===== config.mk =====
export PLATFORM = sky130hd
export DESIGN_NAME = m_merge_pipe
export DESIGN_NICKNAME = d
export VERILOG_FILES = /design/src/rtl/m_merge_pipe.sv
export SDC_FILE = /design/constraint.sdc
export NUM_CORES = 1
export LEC_CHECK = 0
export BUFFER_PORTS_ARGS = -buffer_cell sky130_fd_sc_hd__buf_2
export CAP_MARGIN = 20
export CORE_MARGIN = 10
export CORE_UTILIZATION = 60
export DETAILED_ROUTE_END_ITERATION = 6
export GPL_TIMING_DRIVEN = 0
export HOLD_SLACK_MARGIN = 0.05
export PLACE_DENSITY = 0.89
export SLEW_MARGIN = 20
export SYNTH_ARGS = -nofsm -noshare
export SYNTH_HDL_FRONTEND = slang
export SYNTH_SLANG_ARGS = --single-unit

===== constraint.sdc =====
create_clock -name clk -period 11.1 [get_ports clk]
set_clock_uncertainty 0.2 [all_clocks]
set_input_delay 0.555 -clock clk [delete_from_list [all_inputs] [get_ports clk]]
set_output_delay 0.555 -clock clk [all_outputs]
set_load 0.02 [all_outputs]

===== src/rtl/m_merge_pipe.sv =====
// Pipelined Batcher odd-even merger: two ascending lists of n keys -> one sorted list of 2n keys.
// One comparator layer per register stage, global stall on output backpressure, optional descending output.
module m_merge_pipe #(
  parameter int WIDTH = 3,
  parameter int n     = 8,
  parameter int CNT_W = 16
) (
  input  logic                   clk,
  input  logic                   rst,
  input  logic                   in_valid,
  output logic                   in_ready,
  input  logic                   in_desc,
  input  logic [2*n*WIDTH-1:0]   inba,
  output logic                   out_valid,
  input  logic                   out_ready,
  output logic [2*n*WIDTH-1:0]   c,
  output logic                   busy,
  output logic [CNT_W-1:0]       merge_cnt
);
  localparam int N      = 2*n;
  localparam int STAGES = $clog2(N);

  typedef logic [N-1:0][WIDTH-1:0] keys_t;

  keys_t             w_in  [STAGES];
  keys_t             w_cmp [STAGES];
  keys_t             w_last;
  keys_t             r_data [STAGES];
  logic [STAGES-1:0] r_vld;
  logic [STAGES-2:0] r_desc;
  logic              w_adv;
  logic              w_desc_last;

  assign w_adv       = ~r_vld[STAGES-1] | out_ready;
  assign in_ready    = w_adv;
  assign out_valid   = r_vld[STAGES-1];
  assign busy        = |r_vld;
  assign c           = r_data[STAGES-1];
  assign w_desc_last = r_desc[STAGES-2];

  // Layer s compares keys K = n>>s apart; the first layer pairs A[i] with B[i],
  // later layers pair the inner blocks of each 2K window.
  genvar s, x;
  generate
    for (s = 0; s < STAGES; s++) begin : g_stage
      localparam int K = n >> s;
      if (s == 0) begin : g_src0
        assign w_in[s] = inba;
      end else begin : g_srcn
        assign w_in[s] = r_data[s-1];
      end
      for (x = 0; x < N; x++) begin : g_lane
        localparam bit LO = (K == n) ? (x < n) :
                            ((x >= K) && (((x + K) % (2*K)) < K) && (x + K < N));
        localparam bit HI = (K == n) ? (x >= n) :
                            ((x >= 2*K) && ((x % (2*K)) < K));
        if (LO) begin : g_lo
          assign w_cmp[s][x] = (w_in[s][x] < w_in[s][x+K]) ? w_in[s][x] : w_in[s][x+K];
        end else if (HI) begin : g_hi
          assign w_cmp[s][x] = (w_in[s][x] < w_in[s][x-K]) ? w_in[s][x-K] : w_in[s][x];
        end else begin : g_pass
          assign w_cmp[s][x] = w_in[s][x];
        end
      end
    end
  endgenerate

  // Reversal sits in front of the output register so descending mode costs no latency.
  always_comb begin
    w_last = w_cmp[STAGES-1];
    if (w_desc_last) begin
      for (int i = 0; i < N; i++) w_last[i] = w_cmp[STAGES-1][N-1-i];
    end
  end

  always_ff @(posedge clk) begin
    if (rst) begin
      r_vld     <= '0;
      r_desc    <= '0;
      merge_cnt <= '0;
      for (int i = 0; i < STAGES; i++) r_data[i] <= '0;
    end else begin
      if (r_vld[STAGES-1] && out_ready) merge_cnt <= merge_cnt + CNT_W'(1);
      if (w_adv) begin
        r_vld     <= {r_vld[STAGES-2:0], in_valid};
        r_desc[0] <= in_desc;
        for (int i = 1; i < STAGES-1; i++) r_desc[i] <= r_desc[i-1];
        for (int i = 0; i < STAGES-1; i++) r_data[i] <= w_cmp[i];
        r_data[STAGES-1] <= w_last;
      end
    end
  end
endmodule


* After elaboration in Yosys (flattened, before gate mapping)
Memories as Yosys holds them, arrays and structs flattened.
Cells that the tools add are included.
** Cells by class
- Add/sub/neg operators :: 1
- Magnitude comparators :: 50
- Multiplexer cells :: 60
- Bitwise logic cells :: 6
- Reductions and logical operators :: 2
** Operator list (count)
- $mux W48 :: 5
- $lt A3 B3 Y1 :: 50
- $mux W3 :: 50
- $add A16 B1 Y16 const B :: 1
- $mux W1 :: 5
- $or A1 B1 Y1 :: 5
- $reduce_or A4 Y1 :: 1
- $logic_and A1 B1 Y1 :: 1
- $not A1 Y1 :: 1
** Storage, ports and cells
- Register bits :: 23
- Bits in writable memories :: 192
- Input bits :: 53
- Output and inout bits :: 67
- Memories kept :: 1
** Memories
- r_data :: words 4, bits a word 48, read ports 4, clocked after Yosys merged registers in 0, write ports 4, RTL line 28 : keys_t r_data [STAGES];

* Depth between registers and ports, before layout
Gate-level depths: netlist of run 1.
- Word-level depth :: 6
- Depth in mapped cells :: 7
- Mapped depth without buffers :: 6

* Worst setup path after synthesis of run 1
OpenSTA, ideal clock, no wires.
- Kind :: input port to flip-flop
- Start :: input rst
- End :: memory r_data[0][0] (netlist name), enable pin
- Setup time :: 0.585 ns
- Data arrival time :: 5.265 ns
- Path slack :: 5.049 ns
- Stages on the path :: 2
- Cell sequence :: clkbuf_8 -> nand2b_1
** RTL lines
- start: declaration :: RTL line 9 : input logic rst,
- end: declaration :: RTL line 28

==> results of run 1 <==
-- kinds of logic after synthesis --
| logic type | Yosys count | share of synthesized area |
|---|---|---|
| mux | 106 | 0.0852 |
| xor+xnor | 10 | 0.00699 |
| simple gates | 355 | 0.146 |
| compound gates | 243 | 0.120 |
| buf+inv | 168 | 0.0698 |
| flops | 215 | 0.497 |
| fa+ha+maj | 76 | 0.0759 |
-- metal layers --
metal	up-vias	routed length, µm	track usage
li1	4509	-	-
met1	4271	11100	0.247
met2	335	13000	0.325
met3	70	1890	0.0276
met4	2	861	0.0733
met5	-	10	0
-- synthesized netlist by cell type, types with 2 or more instances --
library cell    n  share of area
o31ai_1         6         0.0036
and3b_1         3         0.0021
nand2_1       139          0.042
mux2_1          2         0.0018
nand4_1         2         0.0010
clkbuf_1       14         0.0042
and3_1         10         0.0050
nor2_1         43          0.013
xor2_1          2         0.0014
nand2b_1        3         0.0015
a21o_1          3         0.0018
o21a_1         42          0.025
o211a_1         3         0.0024
nor4_1          3         0.0015
nand3b_1        6         0.0036
buf_2          10         0.0040
or3_1          20          0.010
o311a_1         6         0.0048
a21oi_1        95          0.038
a31oi_1         2         0.0010
buf_1           2        0.00060
mux2i_1       100          0.080
buf_4          59          0.035
inv_1          80          0.024
ha_1           76          0.076
xnor2_1         8         0.0056
dfxtp_1        23          0.037
and2_1         40          0.020
nand3_1        29          0.012
nor2b_1        20          0.010
a21boi_0        9         0.0054
a211oi_1       24          0.014
or3b_2         18          0.013
mux2_2          4         0.0036
inv_2           2        0.00060
o211ai_1        9         0.0054
nor3_1         13         0.0052
o21ai_0        42          0.017
edfxtp_1      192           0.46
-- layout by cell type (no fill, tap or decap), types with 29 or more instances in the layout --
master,synthesis,layout
o21a_1,42,42
nor2_1,43,43
edfxtp_1,192,192
and2_1,40,40
buf_2,10,129
nand3_1,29,29
buf_4,59,59
nand2_1,139,139
o21ai_0,42,42
a21oi_1,95,95
inv_1,80,80
mux2i_1,100,100
ha_1,76,76
-- area by class of cell --
class	count	area, µm²	share of cell area
clock buffer	33	623	0.0439
multi-input combinational	790	5440	0.383
inverter	82	308	0.0217
tap	270	338	0.0238
sequential	215	6230	0.438
clock inverter	7	33.8	0.00238
timing repair buffer	122	663	0.0467
buffer	86	567	0.0399
-- worst max-delay path by stage --
stage	from	end	slack (ps)	cells after the start
floorplan	rst	r_data[0][0]	5050	2
global placement	rst	r_data[0][191]	3480	3
detailed placement	rst	r_data[0][191]	8520	5
CTS	r_data[0][131]	r_data[0][158]	8650	6
global route	r_data[0][125]	r_data[0][173]	8540	6
finish	r_data[0][131]	r_data[0][158]	8630	6
-- power groups by stage --
stage / combinational (mW) / clock [mW] / sequential, mW
final: 0.472 / 0.673 / 1.00
after global routing: 0.522 / 0.716 / 1.01
after global placement: 0.446 / 0 / 1.01
after floorplan: 0.362 / 0 / 0.998
after detailed placement: 0.466 / 0 / 1.02
after CTS: 0.470 / 0.681 / 1.00
-- worst max-delay path: cells and delay by family, from the launching register on --
kind	cells	cell delay, ps
compound gates	3	820
fa+ha+maj	1	350
buf+inv	1	50
flops	1	370
mux	1	430
-- flip-flops by register name (all words and copies together), names as in the netlist --
name       flops
r_data       192
merge_cnt     16
r_desc         3
r_vld          4
-- per-stage QoR --
stage          utilization  instance area, µm²
6_report             0.697               14200
5_1_grt              0.697               14200
4_1_cts              0.697               14200
3_5_place_dp         0.665               13500
3_3_place_gp         0.661               13500
2_1_floorplan            -               12500
==> qor.yml, run 1 <==
sta:
  finalHoldViolations: 0
  slew_viol_final: 0
  setup_viol: 0
  setup_total_negative_slack_ps: 0
  holdWs_ps: 118
  finalCriticalPeriod_ps: 2470
  max-slew-margin-rel: 0.527
  fin_ws_ps: 8630
  grt_setup_unrepaired: "no"
  period_share: 0.222
  max_slew.worst_pin.slew_ps: 710
  fmax_ghz: 0.405
worst_hold_path:
  holdPathEnd: "r_desc[0]"
  holdPathStages: 3
  min_path_type: "input port to flip-flop"
  hold_start: "in_desc"
layout:
  final_layout_size_suffix_gt1_frac: 0.187
  diodes: 0
  area_delta_synth_final_pct: 13.3
  n_fill_cell: 1426
  stdcell_count: 1605
  layout.nets: 1448
synthesis:
  synth_nets: 1302
  ys_types: 48
  synth_async_sr_flop_share: 0
  ys.flop_type: "edfxtp_1"
  netlist_area_um2: 12500
  synth_enable_flop_cells: 192
  yosysSeqAreaShare: 0.497
  ys_warn_count: 0
  syn_inst: 1173
  ys_seq_elements: 215
  avgSynthCellArea_um2: 10.7
placement:
  post-place-ws_ps: 8520
  place.gp.congestion: 0.905
  dp_hpwl_um: 20600
  placed_cells: 1565
  numPortBuffers: 119
floorplanning:
  die_x_um: 165
  core.rowCount: 52
  start_util: 0.616
  dieArea_um2: 27100
  die_h_um: 165
  io-pin-count: 120
  fp.coreArea_um2: 20400
setup_path:
  r2r_slack_ps: 8630
  cp_data_arrival_time_ps: 2520
  crit_required_ps: 11150
  critPathSlowestCell: "mux2_2"
  crit_path_start_kind: "flip-flop"
  critPathCaptureType: "flip-flop"
  crit_fanout: 5
  r2r_cells: 6
  worstReg2RegStart: "r_data[0][131]"
  criticalPathCategory: "flip-flop to flip-flop"
  timing.rr.end: "r_data[0][158]"
  crit_chain: "inv_1, ha_1, a21o_1, o21ai_0, mux2_2, o21a_1"
  slowest_delay_ps: 430
drt:
  first_pass_iters: 5
  wl_per_cell_um: 16.8
  routed_wl_um: 26900
  vias_per_cell: 5.72
  drt-initial-drc-count: 603
  drc: 0
  num_vias: 9187
  ant_nets: 0
pwr:
  clock_power_share: 0.313
  seq_power_share: 0.466
  power_mw: 2.15
  sw_frac_of_total: 0.276
  p_sw_mw: 0.592
  ir_worst_vdd_mv: 0.101
  comb_power_share: 0.220
  power.density_nw_per_um2: 151
  total_leakage_power_nw: 6.30
  intPower_mw: 1.55
run_status:
  status: "finished, final reports clean"
global_route:
  antenna_found_initial: 1
  grt_pass1_wl_um: 42800
  grt_max_degree: 63
  grt_usage: 0.193
  grt_pass1_vias: 8699
  grt-ovfl-total: 0
clock_network:
  cts_tree: "done"
  cts_htree_levels: 1
  hold_buffers: 0
  ctsResizeCount: 0
  clk_latency_ps: 500
  cts.sinks: 215
  cts-root-buf: "clkbuf_16"
  clock_tree.buffer_depth: 3
  cts_buffers: 22
  post_cts_buffers: 0
  cts.clk_slew.worst_paths_ps: 60
flow_run:
  cap_violations: 0
Power figures use the tool's default switching activity.
==> run 2: changes to the inputs <==
Clock period 11.1 ns to 2.3 ns, I/O delays scaled along.
==> run 2 against run 1 <==
The flow now finishes with violations (design-rule violations). Final cell count up 3.7%. Global-route usage up 2.5 points. Wire length up 14%. Count of clock-buffer cells in the layout down 4. First-iteration DRC count up 42%. Sequential power rose to 4.8 times the previous value. Cell area up 4.4%. Critical path type unchanged. Critical endpoint is now r_data[0][163]. Highest routed layer is now met4.
==> qor.yml, run 2 (same netlist as run 1, synthesis figures left out) <==
setup_path:
  path_buf_inv: 1  # unchanged
  crit_path_start_kind: "flip-flop"
  crit_chain: "inv_1, ha_1, a21oi_1, nand2_1, and2_1, o311a_1"
  startpoint: "r_data[0][113]"
  crit_fanout: 4  # -1
  critPathCaptureType: "flip-flop"
  crit_required_ps: 2330  # -8820 ps
  cp_data_arrival_time_ps: 2290  # -230 ps
  criticalPathCategory: "flip-flop to flip-flop"
  critPathSlowestCell: "edfxtp_1"
  slowest_delay_ps: 380  # -50 ps
  worstReg2RegStart: "r_data[0][113]"
  path_delay_family: "compound AO/OA/AOI/OAI gates"
clock_network:
  cts.sinks: 215  # unchanged
  cts.clk_slew.worst_paths_ps: 60  # about the same
  clk_latency_ps: 510  # about the same
  cts_htree_levels: 1  # unchanged
  clock_tree.buffer_depth: 3  # unchanged
  cts_buffers: 22  # unchanged
  cts-root-buf: "clkbuf_16"
  cts_tree: "done"
drt:
  vias_per_cell: 5.93  # +3.6%
  drc: 3  # +3
  first_pass_iters: 7  # +2
  drt-initial-drc-count: 857  # +42%
  routed_wl_um: 30500  # +14%
  ant_nets: 0  # unchanged
  num_vias: 9867  # +7.4%
  wl_per_cell_um: 18.3  # +9.5%
sta:
  slew_viol_final: 0  # unchanged
  fmax_ghz: 0.442  # +9.2%
  finalHoldViolations: 0  # unchanged
  setup_viol: 0  # unchanged
  grt_setup_unrepaired: "yes"
  period_share: 0.983  # +0.761
  max_slew.worst_pin.slew_ps: 718  # +7.81 ps
  finalCriticalPeriod_ps: 2260  # -207 ps
  max-slew-margin-rel: 0.521  # -0.00521
pwr:
  power_mw: 10.6  # +390%
  seq_power_share: 0.457  # -0.009
  intPower_mw: 7.58  # +390%
  ir_worst_vdd_mv: 0.530  # +420%
  p_sw_mw: 3.01  # +410%
  comb_power_share: 0.234  # +0.014
  sw_frac_of_total: 0.284  # +0.00828
  total_leakage_power_nw: 6.56  # +4.0%
  power.density_nw_per_um2: 714  # +370%
  clock_power_share: 0.309  # -0.004
floorplanning:
  die_h_um: 165  # unchanged
  core.rowCount: 52  # unchanged
  fp.coreArea_um2: 20400  # unchanged
  io-pin-count: 120  # unchanged
  die_x_um: 165  # unchanged
  dieArea_um2: 27100  # unchanged
  start_util: 0.616  # unchanged
global_route:
  grt_pass1_vias: 9807  # +13%
  grt_max_degree: 64  # +1.6%
  grt-ovfl-total: 0  # unchanged
  grt_usage: 0.218  # +0.0254
  antenna_found_initial: 0  # -1
  grt_pass1_wl_um: 48200  # +13%
layout:
  reg_top3: "r_data x192, merge_cnt x16, r_vld x4"
  n_fill_cell: 1313  # -7.9%
  layout.nets: 1508  # +4.1%
  stdcell_count: 1664  # +3.7%
  mostFrequentLayoutCell: "edfxtp_1"
  final_layout_size_suffix_gt1_frac: 0.189  # +0.00154
  final_cell_mix: "edfxtp_1, nand2_1, buf_2"
  largest_reg_flops: 192  # unchanged
  area_delta_synth_final_pct: 18.3
  largest_register: "r_data"
placement:
  numPortBuffers: 119  # unchanged
  place.gp.congestion: 0.906  # +0.14%
  dp_hpwl_um: 21100  # +2.7%
  placed_cells: 1565  # unchanged
run_status:
  violations: "design-rule violations"
  status: "finished with violations"
flow_run:
  cap_violations: 0  # unchanged
worst_hold_path:
  min_path_type: "flip-flop to flip-flop"
  hold_start: "r_desc[1]"
run 2: worst paths after layout:
kind | slack, ps | cells past startpoint | endpoint
max reg2reg | 40 | 6 | r_data[0][163]
min | 260 | 2 | r_desc[2]
max | 40 | 6 | r_data[0][163]
min reg2reg | 260 | 2 | r_desc[2]
run 2: layout make-up:
| cell class | instances | area (µm²) | share of cell area |
|---|---|---|---|
| clock inverters | 9 | 46.3 | 0.00312 |
| multi-input cells | 791 | 5480 | 0.369 |
| flip-flops and latches | 215 | 6230 | 0.420 |
| well taps | 270 | 338 | 0.0228 |
| clock buffers | 29 | 608 | 0.0410 |
| diodes | 1 | 2.50 | 0.000169 |
| repair buffers | 181 | 1250 | 0.0844 |
| plain buffers | 86 | 567 | 0.0382 |
| inverters | 82 | 308 | 0.0208 |
run 2: what timing repair did:
item / CTS / global route
pin swaps: 0 / 3
cloned: 0 / 1
endpoints found under the hold margin: 66 / 0
resized for setup: 4 / 7
hold buffers: 58 / 0
setup endpoints to repair: 6 / 138
setup buffers: 0 / 1
run 2: tightest hold or removal path, cell delays in order, from the launching register on:
cell and delay, ps:
dfxtp_1 310, nand2_1 50, a21oi_1 50
run 2: stage by stage:
| step | util | hold WS (ps) | cell area [µm²] | setup TNS [ps] | setup slack, ps |
|---|---|---|---|---|---|
| finish | 0.728 | 257 | 14800 | 0 | 38.0 |
| global route | 0.728 | 291 | 14800 | -205 | -59.7 |
| CTS | 0.726 | 258 | 14800 | 0 | 6.70 |
| detailed placement | 0.665 | 169 | 13500 | -483 | -126 |
| global placement | 0.662 | 167 | 13500 | -132830 | -698 |
| floorplan | - | 55.5 | 12500 | -63770 | -332 |
run 2: layer usage:
metal / part of all wire / track usage / wire length, µm / up-vias
met2: 0.50 / 0.387 / 15100 / 518
met5: 0 / 0 / 0 / -
met4: 0.047 / 0.105 / 1440 / 0
li1: - / - / - / 4615
met3: 0.088 / 0.0344 / 2690 / 113
met1: 0.37 / 0.253 / 11300 / 4621
run 2: power groups by stage:
stage	Combinational, mW	Sequential [mW]	Clock (mW)
after CTS	2.38	4.83	3.26
after global routing	2.71	4.86	3.45
final	2.47	4.84	3.27
after floorplan	1.75	4.81	0
after detailed placement	2.26	4.91	0
after global placement	2.14	4.89	0
==> run 3: changes to the inputs <==
Settings changed: PLACE_DENSITY 0.89 to 0.81.
==> run 3 against run 2 <==
The run now ends clean. Count of clock-buffer cells in the layout down 4. Fmax up 0.72%. Setup slack better by 16 ps. Wire length down 4.7%. Global-route usage down 0.85 points. First-iteration DRC count down 4.2%. Total power up 3.8%. Sequential power about the same. Critical path depth unchanged. Register-to-register slack better by 20 ps. Worst hold slack better by 0.54 ps. Core utilization up 0.85 points. Critical path type unchanged.
==> qor.yml, run 3 (same netlist as run 1, synthesis figures left out) <==
run_status:
  status: "finished, final reports clean"
flow_run:
  cap_violations: 0  # unchanged
setup_path:
  crit_fanout: 3  # -1
  timing.rr.end: "r_data[0][161]"
  r2r_slack_ps: 50  # +20 ps
  r2r_cells: 6  # unchanged
  crit_required_ps: 2320  # about the same
  critPathCaptureType: "flip-flop"
  crit_path_start_kind: "flip-flop"
  criticalPathCategory: "flip-flop to flip-flop"
  cp_data_arrival_time_ps: 2270  # -20 ps
  worstReg2RegStart: "r_data[0][113]"
sta:
  grt_setup_unrepaired: "yes"
  period_share: 0.976  # -0.00707
  finalCriticalPeriod_ps: 2250  # -16.2 ps
  max_slew.worst_pin.slew_ps: 702  # -16.3 ps
  finalHoldViolations: 0  # unchanged
  slew_viol_final: 0  # unchanged
  setup_viol: 0  # unchanged
  max-slew-margin-rel: 0.532  # +0.0109
  fmax_ghz: 0.445  # +0.72%
clock_network:
  cts_htree_levels: 1  # unchanged
  cts-root-buf: "clkbuf_16"
  cts_buffers: 22  # unchanged
  clock_tree.buffer_depth: 3  # unchanged
  cts.clk_slew.worst_paths_ps: 60  # about the same
  clk_latency_ps: 510  # about the same
  cts.sinks: 215  # unchanged
  cts_tree: "done"
placement:
  dp_hpwl_um: 20200  # -4.6%
  place.gp.congestion: 0.905  # -0.17%
  numPortBuffers: 119  # unchanged
  placed_cells: 1565  # unchanged
layout:
  diodes: 0  # -1
  mostFrequentLayoutCell: "edfxtp_1"
  reg_top3: "r_data x192, merge_cnt x16, r_vld x4"
  stdcell_count: 1669  # +0.30%
  largest_reg_flops: 192  # unchanged
  area_delta_synth_final_pct: 19.7
  n_fill_cell: 1388  # +5.7%
  multi_input_area_um2: 5500  # +0.46%
  final_layout_size_suffix_gt1_frac: 0.192  # +0.00348
  largest_register: "r_data"
  layout.nets: 1512  # +0.27%
  layout.area.seq_um2: 6230  # unchanged
  final_cell_mix: "edfxtp_1, nand2_1, buf_2"
worst_hold_path:
  min_path_type: "flip-flop to flip-flop"
  holdPathStages: 2  # unchanged
  hold_start: "r_desc[1]"
  holdPathEnd: "r_desc[1]"
drt:
  first_pass_iters: 6  # -1
  drt-initial-drc-count: 821  # -4.2%
  drc: 0  # -3
  wl_per_cell_um: 17.4  # -5.0%
  routed_wl_um: 29100  # -4.7%
  num_vias: 9431  # -4.4%
  vias_per_cell: 5.65  # -4.7%
  ant_nets: 0  # unchanged
global_route:
  grt_max_degree: 62  # -3.1%
  antenna_found_initial: 0  # unchanged
  grt_pass1_vias: 9127  # -6.9%
  grt-ovfl-total: 0  # unchanged
  grt_pass1_wl_um: 46000  # -4.7%
  grt_usage: 0.210  # -0.00853
pwr:
  power_mw: 11.0  # +3.8%
  power.density_nw_per_um2: 733  # +2.6%
  total_leakage_power_nw: 6.63  # +1.1%
  ir_worst_vdd_mv: 0.450  # -15%
floorplanning:
  io-pin-count: 120  # unchanged
  die_h_um: 165  # unchanged
  die_x_um: 165  # unchanged
  dieArea_um2: 27100  # unchanged
  core.rowCount: 52  # unchanged
  start_util: 0.616  # unchanged
  fp.coreArea_um2: 20400  # unchanged
## run 3: cell count changes in the layout (fill, tap and decap cells not counted), moves of 2 or more
cell           change
bufinv_16          +4
clkbuf_1           -3
dlygate4sd3_1      +4
ha_1               -2
ha_4               +2
## run 3: routing by layer
| layer | vias up | track usage | part of all wire |
|---|---|---|---|
| met5 | - | 0 | 0 |
| met4 | 0 | 0.0761 | 0.028 |
| met3 | 65 | 0.0294 | 0.065 |
| met2 | 324 | 0.363 | 0.49 |
| met1 | 4435 | 0.263 | 0.41 |
| li1 | 4607 | - | - |
## run 3: layout make-up
type,instances,share of cell area
inverters,82,0.0205
clock inverters,15,0.0117
flip-flops and latches,215,0.415
plain buffers,86,0.0378
clock buffers,25,0.0389
multi-input cells,791,0.367
repair buffers,185,0.0866
well taps,270,0.0225
## run 3: timing repair
item	in CTS	in global routing
buffers inserted	0	1
gates resized for setup	5	8
pin swaps	0	2
setup endpoints to repair	67	28
gates cloned	1	0
hold buffers	62	0
hold endpoints to repair	66	0
## run 3: power breakdown
group          total, mW  switching (mW)  internal (mW)  leakage, nW
combinational       2.44            1.33           1.11         3.78
clock               3.72            1.46           2.27        0.368
sequential          4.83           0.213           4.62         2.48
## run 3: stage by stage
| stage | worst slack, ps | hold WS [ps] | util | area (µm²) | setup TNS [ps] |
|---|---|---|---|---|---|
| floorplan | -332 | 55.5 | - | 12500 | -63770 |
| global placement | -740 | 161 | 0.662 | 13500 | -140430 |
| detailed placement | -127 | 167 | 0.666 | 13600 | -1860 |
| CTS | 15.4 | 264 | 0.734 | 14900 | 0 |
| global route | -102 | 271 | 0.737 | 15000 | -369 |
| finish | 54.2 | 258 | 0.737 | 15000 | 0 |
## run 3: worst max-delay path by stage
| stage | startpoint | to | cells past startpoint |
|---|---|---|---|
| floorplan | r_vld[3] | r_data[0][0] | 3 |
| global placement | r_vld[3] | r_data[0][43] | 3 |
| detailed placement | r_data[0][125] | r_data[0][173] | 6 |
| CTS | r_data[0][134] | r_data[0][158] | 5 |
| global route | r_data[0][113] | r_data[0][161] | 6 |
| finish | r_data[0][113] | r_data[0][161] | 6 |
## run 3: worst max-delay path, stage by stage (launching register included)
cell and delay, ps:
edfxtp_1 390, inv_1 60, ha_1 310, and3_1 190, a21oi_1 340, mux2i_1 330, a21boi_0 150
